## config.mk

```make
export PLATFORM = sky130hd
export DESIGN_NAME = uart_tx
export DESIGN_NICKNAME = d
export VERILOG_FILES = /design/src/rtl/uart_tx_pkg.sv /design/src/rtl/uart_baud_gen.sv /design/src/rtl/uart_tx.sv
export SDC_FILE = /design/constraint.sdc
export NUM_CORES = 1
export LEC_CHECK = 0
export BUFFER_PORTS_ARGS = -buffer_cell sky130_fd_sc_hd__buf_2
export CAP_MARGIN = 5
export CORE_MARGIN = 3
export CORE_UTILIZATION = 52
export DETAILED_ROUTE_END_ITERATION = 10
export PLACE_DENSITY = 0.82
export SLEW_MARGIN = 20
export SYNTH_ARGS = -nofsm -noshare
export SYNTH_HDL_FRONTEND = slang
export SYNTH_SLANG_ARGS = --single-unit
```

## constraint.sdc

```tcl
create_clock -name clk -period 2.4 [get_ports clk]
set_input_delay 0.24 -clock clk [delete_from_list [all_inputs] [get_ports clk]]
set_output_delay 0.24 -clock clk [all_outputs]
set_load 0.02 [all_outputs]
```

## src/rtl/uart_tx_pkg.sv

```systemverilog
// uart_tx_pkg: shared definitions for the UART serial path.
//   tx_state_e   frame sequencing states, shared with the receiver
//   PARITY_*     parity mode encodings for the PARITY parameter
//   parity_bit() turns the XOR of a data word into the transmitted parity bit
package uart_tx_pkg;

  typedef enum logic [2:0] {
    ST_IDLE,
    ST_START,
    ST_DATA,
    ST_PARITY,
    ST_STOP
  } tx_state_e;

  localparam int PARITY_NONE = 0;
  localparam int PARITY_ODD  = 1;
  localparam int PARITY_EVEN = 2;

  // Even parity repeats the XOR of the word; odd parity inverts it so the
  // total count of ones, parity bit included, comes out odd.
  function automatic logic parity_bit(input logic data_xor, input int mode);
    return (mode == PARITY_ODD) ? ~data_xor : data_xor;
  endfunction

endpackage

```

## src/rtl/uart_baud_gen.sv

```systemverilog
// uart_baud_gen: bit-period timer for the UART transmit and receive paths.
// Counts 0..CLKS_PER_BIT-1 and wraps, so every bit period is exactly
// CLKS_PER_BIT cycles with no accumulated drift.
//   clk      in   clock, rising edge
//   rst_n    in   synchronous active-low reset
//   clear    in   hold the counter at 0 (the next period starts from scratch)
//   bit_end  out  high in the last cycle of each bit period
module uart_baud_gen
  import uart_tx_pkg::*;
#(
  parameter int CLKS_PER_BIT = 868
) (
  input  logic clk,
  input  logic rst_n,
  input  logic clear,
  output logic bit_end
);

  localparam int CW = (CLKS_PER_BIT > 1) ? $clog2(CLKS_PER_BIT) : 1;
  localparam logic [CW-1:0] LAST = CW'(CLKS_PER_BIT - 1);

  logic [CW-1:0] cnt;

  always_ff @(posedge clk) begin
    if (!rst_n || clear) begin
      cnt <= '0;
    end else if (cnt == LAST) begin
      cnt <= '0;
    end else begin
      cnt <= cnt + 1'b1;
    end
  end

  assign bit_end = (cnt == LAST);

endmodule

```

## src/rtl/uart_tx.sv

```systemverilog
// uart_tx: asynchronous serial transmitter. Takes one word over a valid/ready
// handshake and sends it LSB-first as start, data, optional parity and stop bits.
//   clk      in   clock, rising edge
//   rst_n    in   synchronous active-low reset; aborts any frame in flight
//   s_data   in   word to transmit (DATA_BITS wide)
//   s_valid  in   s_data is valid
//   s_ready  out  a word can be accepted (registered)
//   tx       out  serial line, idle high (registered)
//   busy     out  frame in progress (registered)
//
// state     | meaning
// ST_IDLE   | line high, ready for a word
// ST_START  | start bit (low) for one bit period
// ST_DATA   | data bits, LSB first, one bit period each
// ST_PARITY | parity bit, only when PARITY != PARITY_NONE
// ST_STOP   | line high for STOP_BITS bit periods
module uart_tx
  import uart_tx_pkg::*;
#(
  parameter int CLKS_PER_BIT = 868,
  parameter int DATA_BITS    = 8,
  parameter int PARITY       = 0,
  parameter int STOP_BITS    = 1
) (
  input  logic                 clk,
  input  logic                 rst_n,
  input  logic [DATA_BITS-1:0] s_data,
  input  logic                 s_valid,
  output logic                 s_ready,
  output logic                 tx,
  output logic                 busy
);

  if (CLKS_PER_BIT < 2) begin : g_bad_clks_per_bit
    $error("uart_tx: CLKS_PER_BIT must be >= 2");
  end
  if (DATA_BITS < 5 || DATA_BITS > 9) begin : g_bad_data_bits
    $error("uart_tx: DATA_BITS must be 5..9");
  end
  if (PARITY < 0 || PARITY > 2) begin : g_bad_parity
    $error("uart_tx: PARITY must be 0, 1 or 2");
  end
  if (STOP_BITS < 1 || STOP_BITS > 2) begin : g_bad_stop_bits
    $error("uart_tx: STOP_BITS must be 1 or 2");
  end

  localparam int BCW = $clog2(DATA_BITS + 1);
  localparam logic [BCW-1:0] LAST_DATA = BCW'(DATA_BITS - 1);
  localparam logic [BCW-1:0] LAST_STOP = BCW'(STOP_BITS - 1);

  tx_state_e            state, state_nx;
  logic [DATA_BITS-1:0] shreg, shreg_nx;
  logic [BCW-1:0]       bit_cnt, bit_cnt_nx;
  logic                 par_q, par_nx;
  logic                 tx_nx, ready_nx, busy_nx;
  logic                 bit_end;

  // The timer is parked at zero while idle so the start bit gets a full period.
  uart_baud_gen #(
    .CLKS_PER_BIT(CLKS_PER_BIT)
  ) u_baud (
    .clk    (clk),
    .rst_n  (rst_n),
    .clear  (state == ST_IDLE),
    .bit_end(bit_end)
  );

  always_ff @(posedge clk) begin
    if (!rst_n) begin
      state   <= ST_IDLE;
      shreg   <= '0;
      bit_cnt <= '0;
      par_q   <= 1'b0;
      tx      <= 1'b1;
      s_ready <= 1'b1;
      busy    <= 1'b0;
    end else begin
      state   <= state_nx;
      shreg   <= shreg_nx;
      bit_cnt <= bit_cnt_nx;
      par_q   <= par_nx;
      tx      <= tx_nx;
      s_ready <= ready_nx;
      busy    <= busy_nx;
    end
  end

  // Outputs are registered, so each branch sets the line level for the
  // period that begins at the upcoming edge.
  always_comb begin
    state_nx   = state;
    shreg_nx   = shreg;
    bit_cnt_nx = bit_cnt;
    par_nx     = par_q;
    tx_nx      = tx;
    ready_nx   = s_ready;
    busy_nx    = busy;
    case (state)
      ST_IDLE: begin
        tx_nx    = 1'b1;
        ready_nx = 1'b1;
        busy_nx  = 1'b0;
        if (s_valid && s_ready) begin
          state_nx   = ST_START;
          shreg_nx   = s_data;
          par_nx     = parity_bit(^s_data, PARITY);
          bit_cnt_nx = '0;
          tx_nx      = 1'b0;
          ready_nx   = 1'b0;
          busy_nx    = 1'b1;
        end
      end
      ST_START: begin
        if (bit_end) begin
          state_nx = ST_DATA;
          tx_nx    = shreg[0];
          shreg_nx = shreg >> 1;
        end
      end
      ST_DATA: begin
        if (bit_end) begin
          if (bit_cnt == LAST_DATA) begin
            bit_cnt_nx = '0;
            if (PARITY != PARITY_NONE) begin
              state_nx = ST_PARITY;
              tx_nx    = par_q;
            end else begin
              state_nx = ST_STOP;
              tx_nx    = 1'b1;
            end
          end else begin
            bit_cnt_nx = bit_cnt + 1'b1;
            tx_nx      = shreg[0];
            shreg_nx   = shreg >> 1;
          end
        end
      end
      ST_PARITY: begin
        if (bit_end) begin
          state_nx = ST_STOP;
          tx_nx    = 1'b1;
        end
      end
      ST_STOP: begin
        if (bit_end) begin
          if (bit_cnt == LAST_STOP) begin
            state_nx   = ST_IDLE;
            bit_cnt_nx = '0;
            ready_nx   = 1'b1;
            busy_nx    = 1'b0;
          end else begin
            bit_cnt_nx = bit_cnt + 1'b1;
          end
        end
      end
      default: begin
        state_nx = ST_IDLE;
        tx_nx    = 1'b1;
        ready_nx = 1'b1;
        busy_nx  = 1'b0;
      end
    endcase
  end

endmodule

```

==> impl_metrics.ini, run 1 <==
[status]
status = finished, final reports clean

[worst_setup_path]
r2r_cells = 7
cp-end-kind = register
arrival_ps = 2410
crit_chain = ha_1, nand4_1, or4_4, a221oi_4, buf_4, nor2_1, a211oi_1
crit_slowest_cell = or4_4
cp.required_ps = 2660
setup.worst_path.start_class = register
path_max_fanout = 17
crit_type = register to register
crit_family = simple AND/OR/NAND/NOR gates
cp.depth = 7
slowest_delay_ps = 560
cp_num_buf_inv = 1

[grt]
grt_antenna_before_repair = 0
grt_pass1_wl_um = 4420
grtUsageTotal_pct = 16.9
grt_pass1_vias = 1064
grt_max_degree = 18
globalRouteOverflowTotal = 0

[drt]
drc_errors = 0
via_count = 1174
viasPerCell = 5.84
wl_per_cell_um = 13.4
wl_um = 2690
first_iter_violations = 50
ant_nets = 0
first_pass_iters = 4

[floorplan]
rows = 18
die-width_um = 57.6
pin_count = 14
die_h_um = 57.6
dieArea_um2 = 3320
core_um2 = 2500
start_util_pct = 55.4

[clock_tree]
clk_latency_ps = 330
cts_made_buffers = 3
cts_tree = built
htree_levels = 1
clockRootBuffer = clkbuf_4
clk_pin_slew_ps = 150
cts.sinks = 28
cts_hold_buffers = 0
cts_max_path_buffers = 2

[yosys]
synth_seq_cells = 28
postSynth.asyncResetShare_pct = 0
yosysWarnings = 0
synth.distinct_cells = 46
synth_edf_count = 0
avgSynthCellArea_um2 = 8.99
ys_seq_area_share_pct = 40.5
synth_top_cell_area_share_pct = 40.5
syn_nets = 168
synth_ff_type = dfxtp_1
syn_inst = 154
yosysTopAreaCell = dfxtp_1
syn_area_um2 = 1380
yosys-top-cells-area = dfxtp_1 (41%), nor2_1 (6.5%), mux2i_1 (5.1%)

[timing]
setup_tns_ps = 0
finalMaxSlewViolations = 0
layout_setup_ws_ps = 242
period_minus_slack_ps = 2160
worstMarginPinSlew_ps = 708
rsz0062_at_grt = no
fmax_ghz = 0.463
slew_headroom_pct = 52.7
whs_ps = 164
fin_crit_sh_pct = 89.9
setup_viol = 0
hold_viol = 0
final.setup_skew_ps = 6.30

[placed_design]
place.gp.congestion = 0.840
pre_cts_ws_ps = 170
io_buffers = 13
dp_hpwl_um = 1960

[power]
p_total_mw = 0.880
power.leakage_nw = 0.600
vdd_drop_max_mv = 0.351
p_per_area_nw_per_um2 = 569

[worst_hold_path]
min_path_cells = 3
min_path_type = primary input to register

[layout]
fillers = 225
drive_gt1_share_pct = 17.5
syn2layout_area_growth_pct = 11.8
diodes = 0
nets = 186

[run]
cap_violations = 0
[per-layer routing]
metal | GRT usage, % | vias to the layer above | share of wire [%]
met5 | 0 | - | 0
met4 | 7.62 | 0 | 0.71
met3 | 2.71 | 2 | 4.2
met2 | 29.0 | 31 | 50
met1 | 20.6 | 554 | 45
li1 | - | 587 | -
[worst paths after layout]
check                                 from               endpoint  slack, ps
setup / recovery  u_baud.cnt[0]$_SDFF_PP0_  shreg[3]$_SDFFE_PN0P_        240
hold / removal                   s_data[7]  shreg[7]$_SDFFE_PN0P_        160
setup reg to reg  u_baud.cnt[0]$_SDFF_PP0_  shreg[3]$_SDFFE_PN0P_        240
hold reg to reg      shreg[7]$_SDFFE_PN0P_  shreg[7]$_SDFFE_PN0P_        470
[cells in the mapped netlist, drive strengths merged, types with 4 or more instances]
library cell	n
a211oi	4
a21oi	7
dfxtp	28
inv	5
mux2i	7
nand2	11
nand3	6
nor2	24
o211a	4
o21ai	4
xnor2	6
[sequential cells by signal (all words and copies together) (netlist names)]
signal / flops
u_baud.cnt: 10
shreg: 8
bit_cnt: 4
state: 3
busy: 1
s_ready: 1
tx: 1
[tightest hold or removal path, cell delays in order]
cell and delay, ps:
buf_2 100, nand4b_1 80, o21ai_1 60
[layout by cell type, fill, tap and decap left out, types with 3 or more instances in the layout]
master / count
dfxtp_1: 28
nor2_1: 24
buf_2: 13
nand2_1: 11
mux2i_1: 7
nand3_1: 6
xnor2_1: 6
a21oi_1: 6
buf_4: 6
inv_1: 5
a211oi_1: 4
o211a_1: 4
o21a_1: 3
nand2b_1: 3
xor2_1: 3
ha_1: 3
clkbuf_4: 3
[through the flow]
step / std cells / cell area [µm²] / utilization [%]
floorplan: 154 / 1380 / -
finish: 201 / 1550 / 61.9
detailed placement: 197 / 1500 / 60.0
global placement: 197 / 1500 / 60.0
CTS: 201 / 1540 / 61.4
global route: 201 / 1550 / 61.9
[where the power goes]
group / switching (mW) / internal (mW)
clock: 0.139 / 0.0929
combinational: 0.0730 / 0.0628
sequential: 0.0201 / 0.491
total: 0.232 / 0.647
[area by class of cell]
type                       instances  area [µm²]  area share (%)
timing repair buffer              19         110            7.12
sequential                        28         561            36.2
clock buffer                       4        36.3            2.35
tap                               30        37.5            2.43
multi-input combinational        115         783            50.6
inverter                           5        18.8            1.21
[timing repair]
action / 4_1_cts / 5_1_grt
gates resized for setup: 0 / 1
endpoints found under the setup margin: 0 / 3
buffers inserted: 0 / 0
[cells by family (layout without fill, tap and decap cells)]
| logic type | count (synthesis) | in the layout | share of synthesized area [%] |
|---|---|---|---|
| buf+inv | 11 | 28 | 3.71 |
| fa+ha+maj | 3 | 3 | 2.71 |
| simple gates | 62 | 62 | 22.8 |
| compound gates | 33 | 33 | 18.7 |
| flops | 28 | 28 | 40.5 |
| xor+xnor | 9 | 9 | 5.70 |
| mux | 8 | 8 | 5.88 |
(Power assumes the default switching activity.)
==> run 2, diff against run 1 <==
- RECOVER_POWER: unset -> 25
==> impl_metrics.ini, run 2 (same netlist as run 1, synthesis figures left out) <==
[layout]
top_register = u_baud.cnt
largestRegisters = u_baud.cnt x10, shreg x8, bit_cnt x4
syn2layout_area_growth_pct = 10.8
layout_common_cells = dfxtp_1 (28), nor2_1 (24), nand2_1 (11)
drive_gt1_share_pct = 14.6
nets = 186
fillers = 232
largest_reg_flops = 10
final_common_cell = dfxtp_1
diodes = 0

[timing]
rsz0062_at_grt = no
hold_viol = 0
finalMaxSlewViolations = 0
fin_crit_sh_pct = 89.0
worstMarginPinSlew_ps = 716
slew_headroom_pct = 52.2
final.setup_skew_ps = 9.41
setup_tns_ps = 0
setup_viol = 0
whs_ps = 167
fmax_ghz = 0.468
period_minus_slack_ps = 2140

[status]
status = finished, final reports clean

[floorplan]
die_h_um = 57.6
start_util_pct = 55.4
rows = 18
die-width_um = 57.6
core_um2 = 2500
pin_count = 14
dieArea_um2 = 3320

[worst_setup_path]
arrival_ps = 2390
crit_chain = ha_1, nand4_1, or4_4, a221oi_4, buf_4, nor2_1, a211oi_1
reg2reg_to = shreg[3]$_SDFFE_PN0P_
crit_type = register to register
path_max_fanout = 17
cp.required_ps = 2650
slowest_delay_ps = 550
crit_family = simple AND/OR/NAND/NOR gates
cp_num_buf_inv = 1
r2r_slack_ps = 260
r2r_cells = 7
rr_startpoint = u_baud.cnt[0]$_SDFF_PP0_
setup.worst_path.start_class = register
cp-end-kind = register
crit_slowest_cell = or4_4

[clock_tree]
cts.sinks = 28
htree_levels = 1
clk_pin_slew_ps = 150
cts_hold_buffers = 0
cts_max_path_buffers = 2
cts_made_buffers = 3
cts_tree = built
clk_latency_ps = 330
clockRootBuffer = clkbuf_4

[power]
power.leakage_nw = 0.588
vdd_drop_max_mv = 0.351
p_per_area_nw_per_um2 = 572

[drt]
wl_um = 2690
wl_per_cell_um = 13.4
first_pass_iters = 4
drc_errors = 0
first_iter_violations = 43
viasPerCell = 5.83
ant_nets = 0
via_count = 1171

[grt]
grt_antenna_before_repair = 0
grtUsageTotal_pct = 16.9
globalRouteOverflowTotal = 0
grt_pass1_wl_um = 4420
grt_pass1_vias = 1064
grt_max_degree = 18

[worst_hold_path]
min_path_cells = 3
hold_end = shreg[7]$_SDFFE_PN0P_
min_from = s_data[7]
min_path_type = primary input to register

[run]
cap_violations = 0

[placed_design]
io_buffers = 13
place.gp.congestion = 0.840
dp_hpwl_um = 1960
## run 2: repair_timing
item,4_1_cts,5_1_grt
setup buffers,0,0
setup endpoints to repair,0,3
resized for setup,0,1
## run 2: per-stage QoR
step,power [mW],util (%),instances,cell area [µm²],setup slack (ps)
global placement,0.647,60.0,197,1500,274
floorplan,0.616,-,154,1380,308
global route,0.915,61.3,201,1530,104
CTS,0.886,61.4,201,1540,138
detailed placement,0.656,60.0,197,1500,170
finish,0.876,61.3,201,1530,263
## run 2: layout make-up
class	instances	area [µm²]	share of cell area, %
sequential	28	561	36.6
inverter	5	18.8	1.22
clock buffer	4	36.3	2.37
timing repair buffer	19	103	6.69
tap	30	37.5	2.45
multi-input combinational	115	777	50.7
## run 2: per-layer routing
| metal | vias up | track usage, % | routed length, µm | share of wire (%) |
|---|---|---|---|---|
| li1 | 586 | - | - | - |
| met1 | 554 | 20.6 | 1230 | 45 |
| met2 | 29 | 29.0 | 1340 | 50 |
| met3 | 2 | 2.71 | 106 | 3.9 |
| met4 | 0 | 7.62 | 19 | 0.71 |
| met5 | - | 0 | 0 | 0 |
## run 2: worst max-delay path by stage
stage,endpoint,from,depth (start not counted)
6_report,shreg[3]$_SDFFE_PN0P_,u_baud.cnt[0]$_SDFF_PP0_,7
5_1_grt,shreg[3]$_SDFFE_PN0P_,u_baud.cnt[0]$_SDFF_PP0_,7
4_1_cts,shreg[3]$_SDFFE_PN0P_,u_baud.cnt[0]$_SDFF_PP0_,7
3_5_place_dp,shreg[3]$_SDFFE_PN0P_,u_baud.cnt[0]$_SDFF_PP0_,7
3_3_place_gp,tx$_SDFFE_PN1P_,u_baud.cnt[0]$_SDFF_PP0_,7
2_1_floorplan,shreg[6]$_SDFFE_PN0P_,u_baud.cnt[0]$_SDFF_PP0_,8
## run 2: worst min-delay path, delay by kind of cell
family / cells / cell delay, ps
AND/OR/NAND/NOR: 1 / 80
buffers and inverters: 1 / 100
AO/OA/AOI/OAI: 1 / 60
## run 2: report_power, final
part	leakage, nW	total [mW]	internal, mW	switching (mW)
combinational	0.339	0.134	0.0615	0.0730
clock	0.0210	0.230	0.0928	0.137
sequential	0.228	0.512	0.491	0.0204
total	0.588	0.876	0.646	0.230
